[src/rtl/m_fifo36_pkt_arb_if.sv]
// Bundle of the two request streams and the shared output toward the FIFO write port.
// No logic of its own; the arbiter connects through the slave modport.
// The environment (sources plus downstream FIFO) connects through the master modport.
interface m_fifo36_pkt_arb_if;
    logic [35:0] data0_i;
    logic        src0_rdy_i;
    logic        dst0_rdy_o;
    logic [35:0] data1_i;
    logic        src1_rdy_i;
    logic        dst1_rdy_o;
    logic [35:0] dataout;
    logic        src_rdy_o;
    logic        dst_rdy_i;

    // Arbiter side: takes the two streams in and drives the merged stream out.
    modport slave (
        input  data0_i, src0_rdy_i, data1_i, src1_rdy_i, dst_rdy_i,
        output dst0_rdy_o, dst1_rdy_o, dataout, src_rdy_o
    );

    // Environment side: sources drive lines, the FIFO drives its ready.
    modport master (
        output data0_i, src0_rdy_i, data1_i, src1_rdy_i, dst_rdy_i,
        input  dst0_rdy_o, dst1_rdy_o, dataout, src_rdy_o
    );
endinterface

[src/rtl/m_fifo36_pkt_arb.sv]
// Two-input packet arbiter sharing one 36-bit FIFO write port; grants switch only on EOF.
// Zero added latency: data/valid/ready are combinational pass-through from the granted input.
// dst_rdy_i low stalls only the granted input; the other input's ready is held low.
module m_fifo36_pkt_arb #(
    parameter int PRIO  = 0,   // 0 = round-robin, 1 = input 0 wins ties
    parameter int CNT_W = 16
) (
    input  logic               clock,
    input  logic               reset,
    input  logic               clear,
    m_fifo36_pkt_arb_if.slave  bus,
    output logic [1:0]         active,
    output logic [CNT_W-1:0]   pkt_cnt0,
    output logic [CNT_W-1:0]   pkt_cnt1
);

    typedef enum logic [1:0] {
        IDLE  = 2'd0,
        SEND0 = 2'd1,
        SEND1 = 2'd2
    } state_t;

    state_t state;
    state_t state_nxt;
    state_t arb_grant;
    logic   last;        // input that most recently finished a packet
    logic   last_nxt;
    logic   arb_last;    // value of last the arbitration should honour this cycle
    logic   xfer0;
    logic   xfer1;
    logic   eof0;
    logic   eof1;

    // Transfer and end-of-packet detection for the granted input.
    always_comb begin
        xfer0 = (state == SEND0) && bus.src0_rdy_i && bus.dst_rdy_i;
        xfer1 = (state == SEND1) && bus.src1_rdy_i && bus.dst_rdy_i;
        eof0  = xfer0 && bus.data0_i[33];
        eof1  = xfer1 && bus.data1_i[33];
    end

    // Arbitration on the current requests; in an EOF cycle the finishing input counts
    // as last already, so a tie hands over to the other input without a bubble.
    always_comb begin
        arb_last = last;
        if (eof0) begin
            arb_last = 1'b0;
        end else if (eof1) begin
            arb_last = 1'b1;
        end
        case ({bus.src1_rdy_i, bus.src0_rdy_i})
            2'b01:   arb_grant = SEND0;
            2'b10:   arb_grant = SEND1;
            2'b11:   arb_grant = ((PRIO != 0) || arb_last) ? SEND0 : SEND1;
            default: arb_grant = IDLE;
        endcase
    end

    // State register: async reset and sync clear both return to IDLE with input 0 favoured.
    always_ff @(posedge clock or negedge reset) begin
        if (!reset) begin
            state <= IDLE;
            last  <= 1'b1;
        end else if (clear) begin
            state <= IDLE;
            last  <= 1'b1;
        end else begin
            state <= state_nxt;
            last  <= last_nxt;
        end
    end

    // Next-state: re-arbitrate every idle cycle, otherwise only on the EOF transfer.
    always_comb begin
        state_nxt = state;
        last_nxt  = last;
        case (state)
            IDLE: begin
                state_nxt = arb_grant;
            end
            SEND0: begin
                if (eof0) begin
                    state_nxt = arb_grant;
                    last_nxt  = 1'b0;
                end
            end
            SEND1: begin
                if (eof1) begin
                    state_nxt = arb_grant;
                    last_nxt  = 1'b1;
                end
            end
            default: begin
                state_nxt = IDLE;
            end
        endcase
    end

    // Outputs: steer the granted input straight through; idle parks on input 0 data.
    always_comb begin
        bus.dataout    = bus.data0_i;
        bus.src_rdy_o  = 1'b0;
        bus.dst0_rdy_o = 1'b0;
        bus.dst1_rdy_o = 1'b0;
        active         = 2'b00;
        case (state)
            SEND0: begin
                bus.src_rdy_o  = bus.src0_rdy_i;
                bus.dst0_rdy_o = bus.dst_rdy_i;
                active         = 2'b01;
            end
            SEND1: begin
                bus.dataout    = bus.data1_i;
                bus.src_rdy_o  = bus.src1_rdy_i;
                bus.dst1_rdy_o = bus.dst_rdy_i;
                active         = 2'b10;
            end
            default: begin
            end
        endcase
    end

    // Per-input packet counters, bumped on each EOF transfer and wrapping naturally.
    always_ff @(posedge clock or negedge reset) begin
        if (!reset) begin
            pkt_cnt0 <= '0;
            pkt_cnt1 <= '0;
        end else if (clear) begin
            pkt_cnt0 <= '0;
            pkt_cnt1 <= '0;
        end else begin
            if (eof0) begin
                pkt_cnt0 <= pkt_cnt0 + CNT_W'(1);
            end
            if (eof1) begin
                pkt_cnt1 <= pkt_cnt1 + CNT_W'(1);
            end
        end
    end

endmodule

[src/flat_wrapper.sv]
// flat-port wrapper written by rule: the top's interface ports become plain ports
module m_fifo36_pkt_arb_flat 
#(
    parameter int PRIO  = 0,                                            
    parameter int CNT_W = 16
)
  (clock, reset, clear, active, pkt_cnt0, pkt_cnt1, bus_data0_i, bus_src0_rdy_i, bus_data1_i, bus_src1_rdy_i, bus_dst_rdy_i, bus_dst0_rdy_o, bus_dst1_rdy_o, bus_dataout, bus_src_rdy_o);
  m_fifo36_pkt_arb_if bus_i ();
  input  logic clock;
  input  logic reset;
  input  logic clear;
  output logic [1:0] active;
  output logic [CNT_W-1:0] pkt_cnt0;
  output logic [CNT_W-1:0] pkt_cnt1;
  input wire logic [$bits(bus_i.data0_i)-1:0] bus_data0_i;
  input wire logic [$bits(bus_i.src0_rdy_i)-1:0] bus_src0_rdy_i;
  input wire logic [$bits(bus_i.data1_i)-1:0] bus_data1_i;
  input wire logic [$bits(bus_i.src1_rdy_i)-1:0] bus_src1_rdy_i;
  input wire logic [$bits(bus_i.dst_rdy_i)-1:0] bus_dst_rdy_i;
  output wire logic [$bits(bus_i.dst0_rdy_o)-1:0] bus_dst0_rdy_o;
  output wire logic [$bits(bus_i.dst1_rdy_o)-1:0] bus_dst1_rdy_o;
  output wire logic [$bits(bus_i.dataout)-1:0] bus_dataout;
  output wire logic [$bits(bus_i.src_rdy_o)-1:0] bus_src_rdy_o;
  assign bus_i.data0_i = bus_data0_i;
  assign bus_i.src0_rdy_i = bus_src0_rdy_i;
  assign bus_i.data1_i = bus_data1_i;
  assign bus_i.src1_rdy_i = bus_src1_rdy_i;
  assign bus_i.dst_rdy_i = bus_dst_rdy_i;
  assign bus_dst0_rdy_o = bus_i.dst0_rdy_o;
  assign bus_dst1_rdy_o = bus_i.dst1_rdy_o;
  assign bus_dataout = bus_i.dataout;
  assign bus_src_rdy_o = bus_i.src_rdy_o;
  m_fifo36_pkt_arb #(.PRIO(PRIO), .CNT_W(CNT_W)) u_core (.clock(clock), .reset(reset), .clear(clear), .bus(bus_i), .active(active), .pkt_cnt0(pkt_cnt0), .pkt_cnt1(pkt_cnt1));
endmodule
[config.mk]
export PLATFORM = sky130hd
export DESIGN_NAME = m_fifo36_pkt_arb_flat
export DESIGN_NICKNAME = d
export VERILOG_FILES = /design/src/rtl/m_fifo36_pkt_arb_if.sv /design/src/rtl/m_fifo36_pkt_arb.sv /design/src/flat_wrapper.sv
export SDC_FILE = /design/constraint.sdc
export NUM_CORES = 1
export LEC_CHECK = 0
export BUFFER_PORTS_ARGS = -buffer_cell sky130_fd_sc_hd__buf_2
export CAP_MARGIN = 5
export CORE_ASPECT_RATIO = 0.6
export CORE_UTILIZATION = 42
export DETAILED_ROUTE_END_ITERATION = 7
export PLACE_DENSITY = 0.8
export SLEW_MARGIN = 20
export SYNTH_ARGS = -nofsm -noshare
export SYNTH_HDL_FRONTEND = slang
export SYNTH_SLANG_ARGS = --single-unit
[constraint.sdc]
create_clock -name clock -period 3.3 [get_ports clock]
set_clock_uncertainty 0.2 [all_clocks]
set_input_delay 0.66 -clock clock [delete_from_list [all_inputs] [get_ports clock]]
set_output_delay 0.66 -clock clock [all_outputs]
set_load 0.02 [all_outputs]
==> Yosys cells after proc, flatten, opt, wreduce, memory -nomap -nowiden <==
Cells that the tools add are included.
{ "word_totals": {"regBits": 35, "in_bits": 78, "output_inout_bits": 73} }
{ "op_classes": {"addsub": 2, "n_eq_ne": 7, "mux": 20, "reduce_logical": 12} }
{ "op_table": {"columns": ["operator", "count"], "rows": [
  ["two-way mux 16 bit", 4],
  ["two-way mux 36 bit", 1],
  ["adder 16 x 1 -> 16 bit, second input constant", 2],
  ["case mux 2 bit (3 select lines)", 2],
  ["two-way mux 2 bit", 4],
  ["equality test 2 bit, second input constant", 3],
  ["logical AND 1 bit", 6],
  ["two-way mux 1 bit", 6],
  ["inequality test 3 x 2 -> 1 bit, second input constant", 2],
  ["equality test 2 x 1 -> 1 bit, second input constant", 2],
  ["case mux 1 bit (2 select lines)", 2],
  ["case mux 2 bit (2 select lines)", 1],
  ["AND reduction 2 bit", 2],
  ["nonzero test 2 bit", 2],
  ["nonzero test 3 bit", 1],
  ["zero test 2 bit", 1]
]} }

==> Logic depth before layout (Yosys ltp) <==
{ "logic_depth": {"depth_word": 11, "mapped_depth": 8, "ltp_nobuf": 6} }

==> Worst setup path after synthesis <==
OpenSTA, ideal clock, no wires.
{ "synth_timing": {"path_kind": "register -> output", "startpoint": "reg u_core.state[0]", "endpoint": "out bus_src_rdy_o", "arrival_time_ns": 1.876, "required_ns": 2.440, "setup_slack_ns": 0.564, "stages_incl_launch_ff": 8, "path_buffers": 3, "path_cell_list": "dfrtp_1 inv_1 ha_1 buf_2 clkbuf_1 buf_1 a22oi_1 nor2_1"} }
{ "synth_via": {"elab_chain_cells": 2} }
{ "synth_lines": {"columns": ["item", "line_no", "rtl"], "rows": [
  ["from (decl)", "m_fifo36_pkt_arb.sv:23", "state_t state;"],
  ["from (signal assigned)", "m_fifo36_pkt_arb.sv:68", "state <= state_nxt;"],
  ["equality test 2 bit / equality test 2 x 1 -> 1 bit (equally long branches)", "m_fifo36_pkt_arb.sv:106", "case (state)"],
  ["case mux 1 bit (2 select lines) (*)", "m_fifo36_pkt_arb.sv:106", null],
  ["to (decl)", "flat_wrapper.sv:23", "output wire logic [$bits(bus_i.src_rdy_o)-1:0] bus_src_rdy_o;"]
]} }
Every way passes the cells marked *; elsewhere a longest branch is shown, timed or not.

==> Worst setup path in the final report <==
{ "layout_timing": {"startpoint": "reg u_core.state[0]", "endpoint": "out bus_dataout[16]"} }
{ "layout_via": {"elab_chain_cells": 2} }
{ "layout_lines": {"columns": ["item", "line_no", "rtl"], "rows": [
  ["equality test 2 bit", "m_fifo36_pkt_arb.sv:106", null],
  ["two-way mux 36 bit", "m_fifo36_pkt_arb.sv:106", null],
  ["to (decl)", "flat_wrapper.sv:22", "output wire logic [$bits(bus_i.dataout)-1:0] bus_dataout;"]
]} }
No other way between the ends.

==> reports/metrics.yaml <==
run_status:
  status: "completed"
layout:
  synthToLayoutAreaGrowth_pct: 41.4
  mostFrequentLayoutCell: "buf_2"
  fillCellCount: 455
  antenna_cells: 0
  drive_above_1_share_pct: 52.2
  fin_nets: 475
  fin_util_pct: 62.6
  layout_common_cells: "buf_2 (150), mux2_2 (37), dfrtp_1 (34), nor2_1 (24), nand2_1 (21)"
sta:
  rsz0062_at_grt: "no"
  hold_viol: 0
  relSlewSlack_pct: 47.9
  final_max_slew_viol_count: 0
  setup_viol: 0
  fin_crit_sh_pct: 87.2
  max_freq_mhz: 348
  tns_ns: 0
  tightest_slew_ns: 0.781
  fin_hold_ws_ns: 0.240
  final.min_clock_period_ns: 2.88
global_routing:
  grt_max_degree: 37
  grt_pass1_wl_microns: 10200
  antenna_found_initial: 0
  grtUsageTotal_pct: 22.5
  grt_overflow: 0
  grt_pass1_vias: 2159
route:
  drt_first_iter_violations: 129
  first_pass_iters: 4
  vias: 2347
  drc: 0
  post_drt_wl_per_cell_microns: 13.9
  ant_nets: 0
  vias_per_cell: 5.14
  wirelength_microns: 6370
logic_synthesis:
  syn_area_sq_um: 2280
  synth_seq_cells: 35
  synth-edff-count: 0
  async_flop_share_pct: 100
  synth_warnings: 0
  synth_cell_types: 34
  synth_area_per_cell_sq_um: 9.47
  ys.flop_type: "dfrtp_1"
  syn_nets: 326
  ys_seq_area_share_pct: 38.4
  syn_inst: 241
placement:
  detailed_place_hpwl_microns: 4920
  portBuffers: 150
  place.gp.congestion: 0.821
clock_tree:
  post_cts_buffers: 0
  clkLatencyLatePin_ns: 0.29
  path_clk_slew_ns: 0.07
  post_cts_resize_count: 0
  cts_hold_buffers: 0
  cts_tree: "done"
  clock_path_buffers: 2
  clkSinkCount: 35
  htree_levels: 2
  cts_buffers: 5
  cts_root_buf: "clkbuf_8"
floorplanning:
  start_util_pct: 44.3
  chipHeight_microns: 59.1
  die_w_microns: 97.2
  rows: 20
  dieArea_sq_um: 5740
  core_sq_um: 5150
  ios: 151
setup_path:
  rrSetupSlack_ns: 0.54
  cp.arrival_ns: 2.02
  worst_setup_path_start_kind: "flop"
  worstRegToRegCells: 6
  reg2reg_from: "u_core.state[0]"
  end_kind: "output port"
  worstSetupPathType: "reg -> out"
  worstPathRequired_ns: 2.44
  cp_max_fo: 27
  r2r-end: "u_core.pkt_cnt1[14]"
job:
  cap_violations: 0
worst_hold_path:
  hp-class: "in -> async"
pwr:
  totalPowerFinal_uw: 1070
  p_per_area_nw_per_um2: 332
  vdd.ir_drop.worst_v: 0.000259
  power.leakage_uw: 0.00159
==> synthesized netlist by cell type, types with 2 or more instances <==
cell type | instances | area [sq um]
nor2_1 | 24 | 90.1
nor4_1 | 8 | 50.1
ha_1 | 7 | 87.6
nand3_1 | 8 | 40.0
dfrtp_1 | 34 | 851
and4_1 | 3 | 26.3
nand2_1 | 21 | 78.8
clkbuf_1 | 8 | 30.0
or3_1 | 9 | 56.3
nor3_1 | 7 | 35.0
xnor2_1 | 18 | 158
mux2_2 | 37 | 417
inv_1 | 8 | 30.0
nand4_1 | 6 | 37.5
buf_1 | 2 | 7.51
a21oi_1 | 12 | 60.1
xor2_1 | 3 | 26.3
o21ai_0 | 6 | 30.0
and3_1 | 3 | 18.8
and2_1 | 2 | 12.5
o31ai_1 | 2 | 15.0
==> through the flow <==
| stage | worst slack, ns | instances | area, sq um |
|---|---|---|---|
| 2_1_floorplan | 0.564 | 241 | 2280 |
| 3_3_place_gp | 0.658 | 449 | 3110 |
| 3_5_place_dp | 0.558 | 449 | 3110 |
| 4_1_cts | 0.399 | 457 | 3230 |
| 5_1_grt | 0.298 | 457 | 3230 |
| 6_report | 0.423 | 457 | 3230 |
==> area by class of cell <==
class | instances | area (sq um) | share of cell area [%]
inverter | 8 | 30.0 | 0.930
sequential | 35 | 877 | 27.2
clock buffer | 6 | 82.6 | 2.56
multi-input combinational | 187 | 1340 | 41.4
tap | 66 | 82.6 | 2.56
timing repair buffer | 153 | 786 | 24.3
clock inverter | 2 | 35.0 | 1.09
==> metal layers <==
metal	GRT usage, %	vias up	part of all wire, %
met4	7.46	0	1.2
met2	39.5	86	49
met1	28.2	1096	43
met5	0	-	0
li1	-	1155	-
met3	4.95	10	6.7
==> worst max-delay path by stage <==
stage	startpoint	endpoint	cells past startpoint
CTS	u_core.state[0]	bus_dataout[16]	5
global placement	u_core.state[0]	u_core.pkt_cnt1[14]	6
finish	u_core.state[0]	bus_dataout[16]	5
global route	u_core.state[0]	bus_dataout[16]	5
floorplan	u_core.state[0]	bus_src_rdy_o	7
detailed placement	u_core.state[0]	u_core.pkt_cnt1[14]	6
==> state kept, by name, summed over array words and instances (netlist names) <==
| register | count |
|---|---|
| u_core.last | 1 |
| u_core.pkt_cnt0 | 16 |
| u_core.pkt_cnt1 | 16 |
| u_core.state | 2 |
==> cell families after synthesis <==
family	synth area share (%)
AND/OR/NAND/NOR	21.9
multiplexers	18.3
flip-flops	38.4
AO/OA/AOI/OAI	6.36
XOR/XNOR	8.06
buffers and inverters	3.18
adder cells (fa/ha/maj)	3.84
==> worst max-delay path, cell delays in order (launching register included) <==
cell	delay, ns
dfrtp_1	0.43
inv_1	0.11
ha_2	0.42
buf_12	0.23
mux2_2	0.36
buf_2	0.16
==> power breakdown <==
| part | total (uW) | internal, uW | switching, uW |
|---|---|---|---|
| logic | 236 | 107 | 129 |
| registers | 434 | 431 | 3.06 |
| clock network | 402 | 244 | 158 |
| total | 1070 | 782 | 290 |
(Power assumes the default switching activity.)
